`config.mk`:
```
export PLATFORM = sky130hd
export DESIGN_NAME = seg7_scan_capture
export DESIGN_NICKNAME = d
export VERILOG_FILES = /design/src/rtl/seg7_pkg.sv /design/src/rtl/seg7_to_bcd.sv /design/src/rtl/seg7_scan_capture.sv
export SDC_FILE = /design/constraint.sdc
export NUM_CORES = 1
export LEC_CHECK = 0
export BUFFER_PORTS_ARGS = -buffer_cell sky130_fd_sc_hd__buf_2
export CAP_MARGIN = 20
export CORE_ASPECT_RATIO = 1.1
export CORE_UTILIZATION = 44
export CTS_CLUSTER_DIAMETER = 80
export DETAILED_ROUTE_END_ITERATION = 7
export PLACE_DENSITY_LB_ADDON = 0.12
export SYNTH_ARGS = -nofsm -noshare
export SYNTH_HDL_FRONTEND = slang
export SYNTH_SLANG_ARGS = --single-unit
export TNS_END_PERCENT = 30
```
`constraint.sdc`:
```
create_clock -name clk -period 4.66 [get_ports clk]
set_input_delay 0.233 -clock clk [delete_from_list [all_inputs] [get_ports clk]]
set_output_delay 0.233 -clock clk [all_outputs]
set_load 0.05 [all_outputs]
```
`src/rtl/seg7_pkg.sv`:
```
// Shared active-low 7-segment encoding, bit order {g,f,e,d,c,b,a}, for display driver and capture.
// Definitions only: no timing, no flow control.
package seg7_pkg;

    localparam int SEG_W = 7;

    typedef logic [SEG_W-1:0] seg_t;

    // Bit order of seg_t, MSB first; a segment is lit when its bit is 0.
    typedef struct packed {
        logic g;
        logic f;
        logic e;
        logic d;
        logic c;
        logic b;
        logic a;
    } seg_bits_t;

    localparam seg_t SEG_0     = 7'h40;
    localparam seg_t SEG_1     = 7'h79;
    localparam seg_t SEG_2     = 7'h24;
    localparam seg_t SEG_3     = 7'h30;
    localparam seg_t SEG_4     = 7'h19;
    localparam seg_t SEG_5     = 7'h12;
    localparam seg_t SEG_6     = 7'h02;
    localparam seg_t SEG_7     = 7'h78;
    localparam seg_t SEG_8     = 7'h00;
    localparam seg_t SEG_9     = 7'h10;
    localparam seg_t SEG_BLANK = 7'h7F;

    localparam logic [3:0] SEG_BLANK_BCD = 4'hF;
    localparam logic [3:0] SEG_ERR_BCD   = 4'hE;

    typedef struct packed {
        logic [3:0] bcd;
        logic       invalid;
    } bcd_dec_t;

    typedef struct packed {
        logic [3:0] an;
        seg_t       seg;
    } scan_t;

    // A digit is being driven only when exactly one active-low anode is asserted.
    function automatic logic an_is_active(input logic [3:0] an);
        return $onehot(~an);
    endfunction

    function automatic logic [1:0] an_low_index(input logic [3:0] an);
        logic [1:0] idx;
        idx = 2'd0;
        for (int i = 0; i < 4; i++) begin
            if (!an[i]) begin
                idx = 2'(i);
            end
        end
        return idx;
    endfunction

endpackage

```
`src/rtl/seg7_to_bcd.sv`:
```
// Combinational segment-pattern to BCD decoder; blank maps to F, anything unknown to E + invalid.
// Zero latency, no flow control.
module seg7_to_bcd
    import seg7_pkg::*;
(
    input  seg_t     seg_dat,
    output bcd_dec_t dec_dat
);

    always_comb begin
        dec_dat = '{bcd: SEG_ERR_BCD, invalid: 1'b1};
        case (seg_dat)
            SEG_0:     dec_dat = '{bcd: 4'd0, invalid: 1'b0};
            SEG_1:     dec_dat = '{bcd: 4'd1, invalid: 1'b0};
            SEG_2:     dec_dat = '{bcd: 4'd2, invalid: 1'b0};
            SEG_3:     dec_dat = '{bcd: 4'd3, invalid: 1'b0};
            SEG_4:     dec_dat = '{bcd: 4'd4, invalid: 1'b0};
            SEG_5:     dec_dat = '{bcd: 4'd5, invalid: 1'b0};
            SEG_6:     dec_dat = '{bcd: 4'd6, invalid: 1'b0};
            SEG_7:     dec_dat = '{bcd: 4'd7, invalid: 1'b0};
            SEG_8:     dec_dat = '{bcd: 4'd8, invalid: 1'b0};
            SEG_9:     dec_dat = '{bcd: 4'd9, invalid: 1'b0};
            SEG_BLANK: dec_dat = '{bcd: SEG_BLANK_BCD, invalid: 1'b0};
            default:   dec_dat = '{bcd: SEG_ERR_BCD, invalid: 1'b1};
        endcase
    end

endmodule

```
`src/rtl/seg7_scan_capture.sv`:
```
// Samples a multiplexed anode/segment bus, captures each digit after a stable dwell, publishes 4-digit frames.
// Latency: 2-flop sync + STABLE samples to capture, frame one cycle later; observer only, no backpressure.
module seg7_scan_capture
    import seg7_pkg::*;
#(
    parameter int STABLE  = 16,
    parameter int TIMEOUT = 10_000_000
) (
    input  logic       clk,
    input  logic       rst,
    input  logic [3:0] an_in,
    input  logic [6:0] seg_in,
    output logic [3:0] out3,
    output logic [3:0] out2,
    output logic [3:0] out1,
    output logic [3:0] out0,
    output logic [3:0] invalid,
    output logic       frame_valid,
    output logic       stale
);

    localparam int SCW = $clog2(STABLE);
    localparam int TOW = $clog2(TIMEOUT + 1);

    localparam logic [SCW-1:0] STAB_LAST = SCW'(STABLE - 1);
    localparam logic [SCW-1:0] STAB_PRE  = SCW'(STABLE - 2);
    localparam logic [TOW-1:0] TMO_MAX   = TOW'(TIMEOUT);
    localparam logic [TOW-1:0] TMO_PRE   = TOW'(TIMEOUT - 1);

    scan_t             sync1_q, sync1_d;
    scan_t             sync2_q, sync2_d;
    scan_t             prev_q, prev_d;
    logic [SCW-1:0]    stab_cnt_q, stab_cnt_d;
    logic [TOW-1:0]    tmo_cnt_q, tmo_cnt_d;
    logic [3:0]        seen_q, seen_d;
    logic [3:0][3:0]   shadow_q, shadow_d;
    logic [3:0]        shadow_inv_q, shadow_inv_d;
    logic [3:0][3:0]   out_q, out_d;
    logic [3:0]        invalid_q, invalid_d;
    logic              frame_valid_q, frame_valid_d;
    logic              stale_q, stale_d;

    bcd_dec_t          dec;
    logic              active;
    logic              same;
    logic              capture;
    logic [1:0]        dig_idx;
    logic [3:0]        seen_acc;

    seg7_to_bcd u_dec (
        .seg_dat (sync2_q.seg),
        .dec_dat (dec)
    );

    always_comb begin
        sync1_d = '{an: an_in, seg: seg_in};
        sync2_d = sync1_q;
        prev_d  = sync2_q;

        active  = an_is_active(sync2_q.an);
        dig_idx = an_low_index(sync2_q.an);
        same    = (sync2_q == prev_q);

        // Counter holds (equal samples so far - 1); capture fires once, on the STABLE-th sample.
        stab_cnt_d = '0;
        capture    = 1'b0;
        if (active && same) begin
            stab_cnt_d = (stab_cnt_q == STAB_LAST) ? stab_cnt_q : stab_cnt_q + SCW'(1);
            capture    = (stab_cnt_q == STAB_PRE);
        end

        shadow_d     = shadow_q;
        shadow_inv_d = shadow_inv_q;
        seen_acc     = seen_q;
        if (capture) begin
            shadow_d[dig_idx]     = dec.bcd;
            shadow_inv_d[dig_idx] = dec.invalid;
            seen_acc[dig_idx]     = 1'b1;
        end

        if (capture) begin
            tmo_cnt_d = '0;
        end else if (tmo_cnt_q != TMO_MAX) begin
            tmo_cnt_d = tmo_cnt_q + TOW'(1);
        end else begin
            tmo_cnt_d = tmo_cnt_q;
        end

        out_d         = out_q;
        invalid_d     = invalid_q;
        frame_valid_d = 1'b0;
        stale_d       = stale_q;
        seen_d        = seen_acc;

        // The completing capture is folded straight into the frame, so nothing can be lost.
        if (seen_acc == 4'hF) begin
            out_d         = shadow_d;
            invalid_d     = shadow_inv_d;
            frame_valid_d = 1'b1;
            stale_d       = 1'b0;
            seen_d        = '0;
        end else if (!capture && tmo_cnt_q == TMO_PRE) begin
            stale_d = 1'b1;
            seen_d  = '0;
        end
    end

    always_ff @(posedge clk or negedge rst) begin
        if (!rst) begin
            sync1_q       <= '0;
            sync2_q       <= '0;
            prev_q        <= '0;
            stab_cnt_q    <= '0;
            tmo_cnt_q     <= '0;
            seen_q        <= '0;
            shadow_q      <= {4{SEG_BLANK_BCD}};
            shadow_inv_q  <= '0;
            out_q         <= {4{SEG_BLANK_BCD}};
            invalid_q     <= '0;
            frame_valid_q <= 1'b0;
            stale_q       <= 1'b1;
        end else begin
            sync1_q       <= sync1_d;
            sync2_q       <= sync2_d;
            prev_q        <= prev_d;
            stab_cnt_q    <= stab_cnt_d;
            tmo_cnt_q     <= tmo_cnt_d;
            seen_q        <= seen_d;
            shadow_q      <= shadow_d;
            shadow_inv_q  <= shadow_inv_d;
            out_q         <= out_d;
            invalid_q     <= invalid_d;
            frame_valid_q <= frame_valid_d;
            stale_q       <= stale_d;
        end
    end

    assign out3        = out_q[3];
    assign out2        = out_q[2];
    assign out1        = out_q[1];
    assign out0        = out_q[0];
    assign invalid     = invalid_q;
    assign frame_valid = frame_valid_q;
    assign stale       = stale_q;

endmodule

```
==> out/qor.yml <==
worst_setup_path:
  cp-start-kind: "register"
  worstPathRequired_ns: 4.93
  reg_to_reg_end: "out3[1]"
  ff2ff_setup_slack_ns: 1.13
  critical_path.endpoint: "out3[1]"
  path_class: "register to register"
  r2r_start: "prev_d[10]"
  crit_fanout: 10
  arrival_ns: 3.80
  critical_path.startpoint: "prev_d[10]"
  worst_setup_path_end_kind: "register"
  worst-r2r-cell-count: 10
routing:
  finalWirelength_um: 8300
  drtIter0Drc: 128
  residual_drc_count: 0
  highest-signal-layer: "met4"
  met2_length_um: 3840
  wl_met1_um: 4110
  first_pass_iters: 5
  final_antenna_net_count: 0
  routed-via-count: 2867
  dr_wl_met3_um: 222
  route.detailed.vias_per_inst: 4.99
  wl_per_cell_um: 14.4
timing:
  final.setup.tns_ns: 0
  fin_hold_ws_ns: 0.350
  layout_worst_path_cycle_share: 0.758
  count_of_final_setup_violators: 0
  worst_pin_slew_ns: 0.930
  clock-skew-final_ns: 0.00823
  post-route-min-period_ns: 3.53
  rsz_0062_raised_after_global_routing: "no"
  max_slew_margin: 0.371
  achievable-frequency_ghz: 0.283
  report.final.slew_viol_count: 0
  timing.final.hold_violations: 0
placement:
  gp_congestion: 0.769
  io_buffers: 34
  hpwl_dp_um: 5630
yosys:
  syn-num-nets: 400
  synth.ff_latch_count: 107
  mappedNetlistArea_um2: 4720
  synth_async_sr_flop_share: 1.00
  dominantRegCellSynth: "sky130_fd_sc_hd__dfrtp_1"
  ys_types: 51
  syn_avg_cell_area_um2: 12.4
  post_synth_inst_count: 380
  synth-seq-area-share: 0.576
  synth_enable_flop_cells: 0
  yosys_warnings: 0
outcome:
  outcome: "finished, final reports clean"
die:
  initial_utilization: 0.454
  floorplan_core_area_um2: 10400
  chipHeight_um: 111
  std_cell_rows: 39
  dieWidth_um: 101
  floorplan.die_area_um2: 11200
  io-pin-count: 35
cts:
  postCtsSetupBuffers: 0
  max-clock-path-buffers: 2
  cts_made_buffers: 9
  cts.htree.levels: 3
  cts_tree: "built"
  clkLatencyLatePin_ns: 0.35
  clkTransAtPathRegs_ns: 0.07
  cts.sink_count: 107
  clock-root-buffer: "sky130_fd_sc_hd__clkbuf_16"
power_and_ir_drop:
  power_density_nw_per_um2: 342
  p_leak_nw: 2.45
  vdd_ir_drop_max_v: 0.000151
flow_run:
  max_cap_violations: 0
worst_hold_path:
  min_path_type: "register to register"
  hold_path_startpoint: "sync1_q[10]"
layout:
  fraction_of_layout_cells_with_a_size_suffix_above_1: 0.296
  flow.area_growth_from_synthesis_pct: 15.7
  layout.nets: 447
  n_antenna_cell: 0
  fill_cells: 920
global_routing:
  antenna_found_initial: 0
  grt_pass1_vias: 2909
  grt_max_degree: 56
  wire_length_of_the_first_global_routing_pass_um: 14000
  grt_remaining_overflow: 0
  total_routing_usage_gr: 0.164
==> synthesized netlist by cell type (all sizes together), types with 4 or more instances <==
cell type	n	area (um^2)
mux2i	5	50.1
mux2	32	417
nor4	7	73.8
dfstp	33	867
nor3	6	30.0
nand3	16	80.1
dfrtp	74	1850
ha	6	75.1
or3	4	25.0
nand2	22	85.1
xnor2	21	236
buf	10	75.1
inv	13	48.8
nand4	15	106
nor2	45	169
a21oi	5	25.0
a211oi	4	42.5
xor2	15	131
o21ai	13	65.1
==> cells in the final DEF, fill, tap and decap left out, types with 4 or more instances in the layout <==
master,count
sky130_fd_sc_hd__mux2_2,12
sky130_fd_sc_hd__buf_4,4
sky130_fd_sc_hd__xnor2_2,7
sky130_fd_sc_hd__dfrtp_1,74
sky130_fd_sc_hd__nor4_1,5
sky130_fd_sc_hd__nor2_1,45
sky130_fd_sc_hd__clkbuf_16,9
sky130_fd_sc_hd__or3_1,4
sky130_fd_sc_hd__mux2_4,15
sky130_fd_sc_hd__inv_1,13
sky130_fd_sc_hd__ha_1,6
sky130_fd_sc_hd__dfstp_2,33
sky130_fd_sc_hd__buf_2,33
sky130_fd_sc_hd__mux2_1,5
sky130_fd_sc_hd__nand3_1,16
sky130_fd_sc_hd__a21oi_1,5
sky130_fd_sc_hd__xor2_1,15
sky130_fd_sc_hd__mux2i_1,5
sky130_fd_sc_hd__nand4_1,13
sky130_fd_sc_hd__dlygate4sd3_1,12
sky130_fd_sc_hd__nand2_1,21
sky130_fd_sc_hd__xnor2_1,14
sky130_fd_sc_hd__o21ai_0,12
sky130_fd_sc_hd__nor3_1,6
==> critical path, stage by stage, from the launching register on <==
cell                      delay, ns
sky130_fd_sc_hd__dfrtp_1       0.49
sky130_fd_sc_hd__fa_1          0.52
sky130_fd_sc_hd__inv_1         0.04
sky130_fd_sc_hd__ha_1          0.17
sky130_fd_sc_hd__ha_1          0.28
sky130_fd_sc_hd__nor3b_2       0.25
sky130_fd_sc_hd__nand4_1       0.13
sky130_fd_sc_hd__or4_4         0.57
sky130_fd_sc_hd__or2_0         0.38
sky130_fd_sc_hd__mux2_4        0.37
sky130_fd_sc_hd__mux2_4        0.26
==> state kept, by name, summed over array words and instances, names as in the netlist, 11 cells and up <==
signal / cells
sync1_q: 11
shadow_q: 16
prev_q: 11
prev_d: 11
tmo_cnt_q: 24
==> how the worst min path moves through the flow <==
| stage | cells after the start | end |
|---|---|---|
| 2_1_floorplan | 0 | frame_valid |
| 3_3_place_gp | 1 | stab_cnt_q[3] |
| 3_5_place_dp | 1 | stab_cnt_q[0] |
| 4_1_cts | 0 | prev_d[10] |
| 5_1_grt | 0 | prev_d[10] |
| 6_report | 0 | prev_d[10] |
==> report_power, final <==
group	total (mW)	switching (mW)	internal (mW)	leakage [nW]
clock	0.832	0.351	0.481	0.160
sequential	0.962	0.0177	0.944	1.28
combinational	0.0733	0.0418	0.0315	1.01
==> layer usage <==
metal	GRT usage	vias to the layer above
li1	-	1410
met2	0.253	48
met4	0.0783	0
met5	0	-
met3	0.0322	8
met1	0.221	1401
==> through the flow <==
| stage | instances | instance area [um^2] | setup slack, ns | utilization | power [mW] |
|---|---|---|---|---|---|
| global placement | 547 | 5010 | 1.21 | 0.482 | 1.04 |
| CTS | 575 | 5460 | 1.12 | 0.526 | 1.90 |
| detailed placement | 547 | 5010 | 1.14 | 0.482 | 1.05 |
| finish | 575 | 5460 | 1.13 | 0.526 | 1.87 |
| global route | 575 | 5460 | 0.947 | 0.526 | 1.93 |
| floorplan | 380 | 4720 | 1.40 | - | 1.01 |
==> logic make-up (layout without fill, tap and decap cells) <==
family / count (synthesis) / in the layout / share of synthesized area
xor+xnor: 36 / 36 / 0.0779
simple gates: 139 / 139 / 0.161
compound gates: 28 / 28 / 0.0384
buf+inv: 26 / 78 / 0.0286
mux: 37 / 37 / 0.0988
flops: 107 / 107 / 0.576
fa+ha+maj: 7 / 7 / 0.0201
==> layout make-up <==
| type | count | area [um^2] | share of cell area |
|---|---|---|---|
| clock inverter | 7 | 108 | 0.0197 |
| timing repair buffer | 49 | 315 | 0.0577 |
| clock buffer | 9 | 225 | 0.0412 |
| multi-input combinational | 247 | 1870 | 0.342 |
| tap | 143 | 179 | 0.0327 |
| inverter | 13 | 48.8 | 0.00893 |
| sequential | 107 | 2720 | 0.498 |
==> repair_timing <==
item                                   4_1_cts  5_1_grt
resized for setup                            0        0
hold buffers                                12        0
endpoints found under the hold margin       56        0
setup endpoints to repair                    0        0
(Power assumes the default switching activity.)
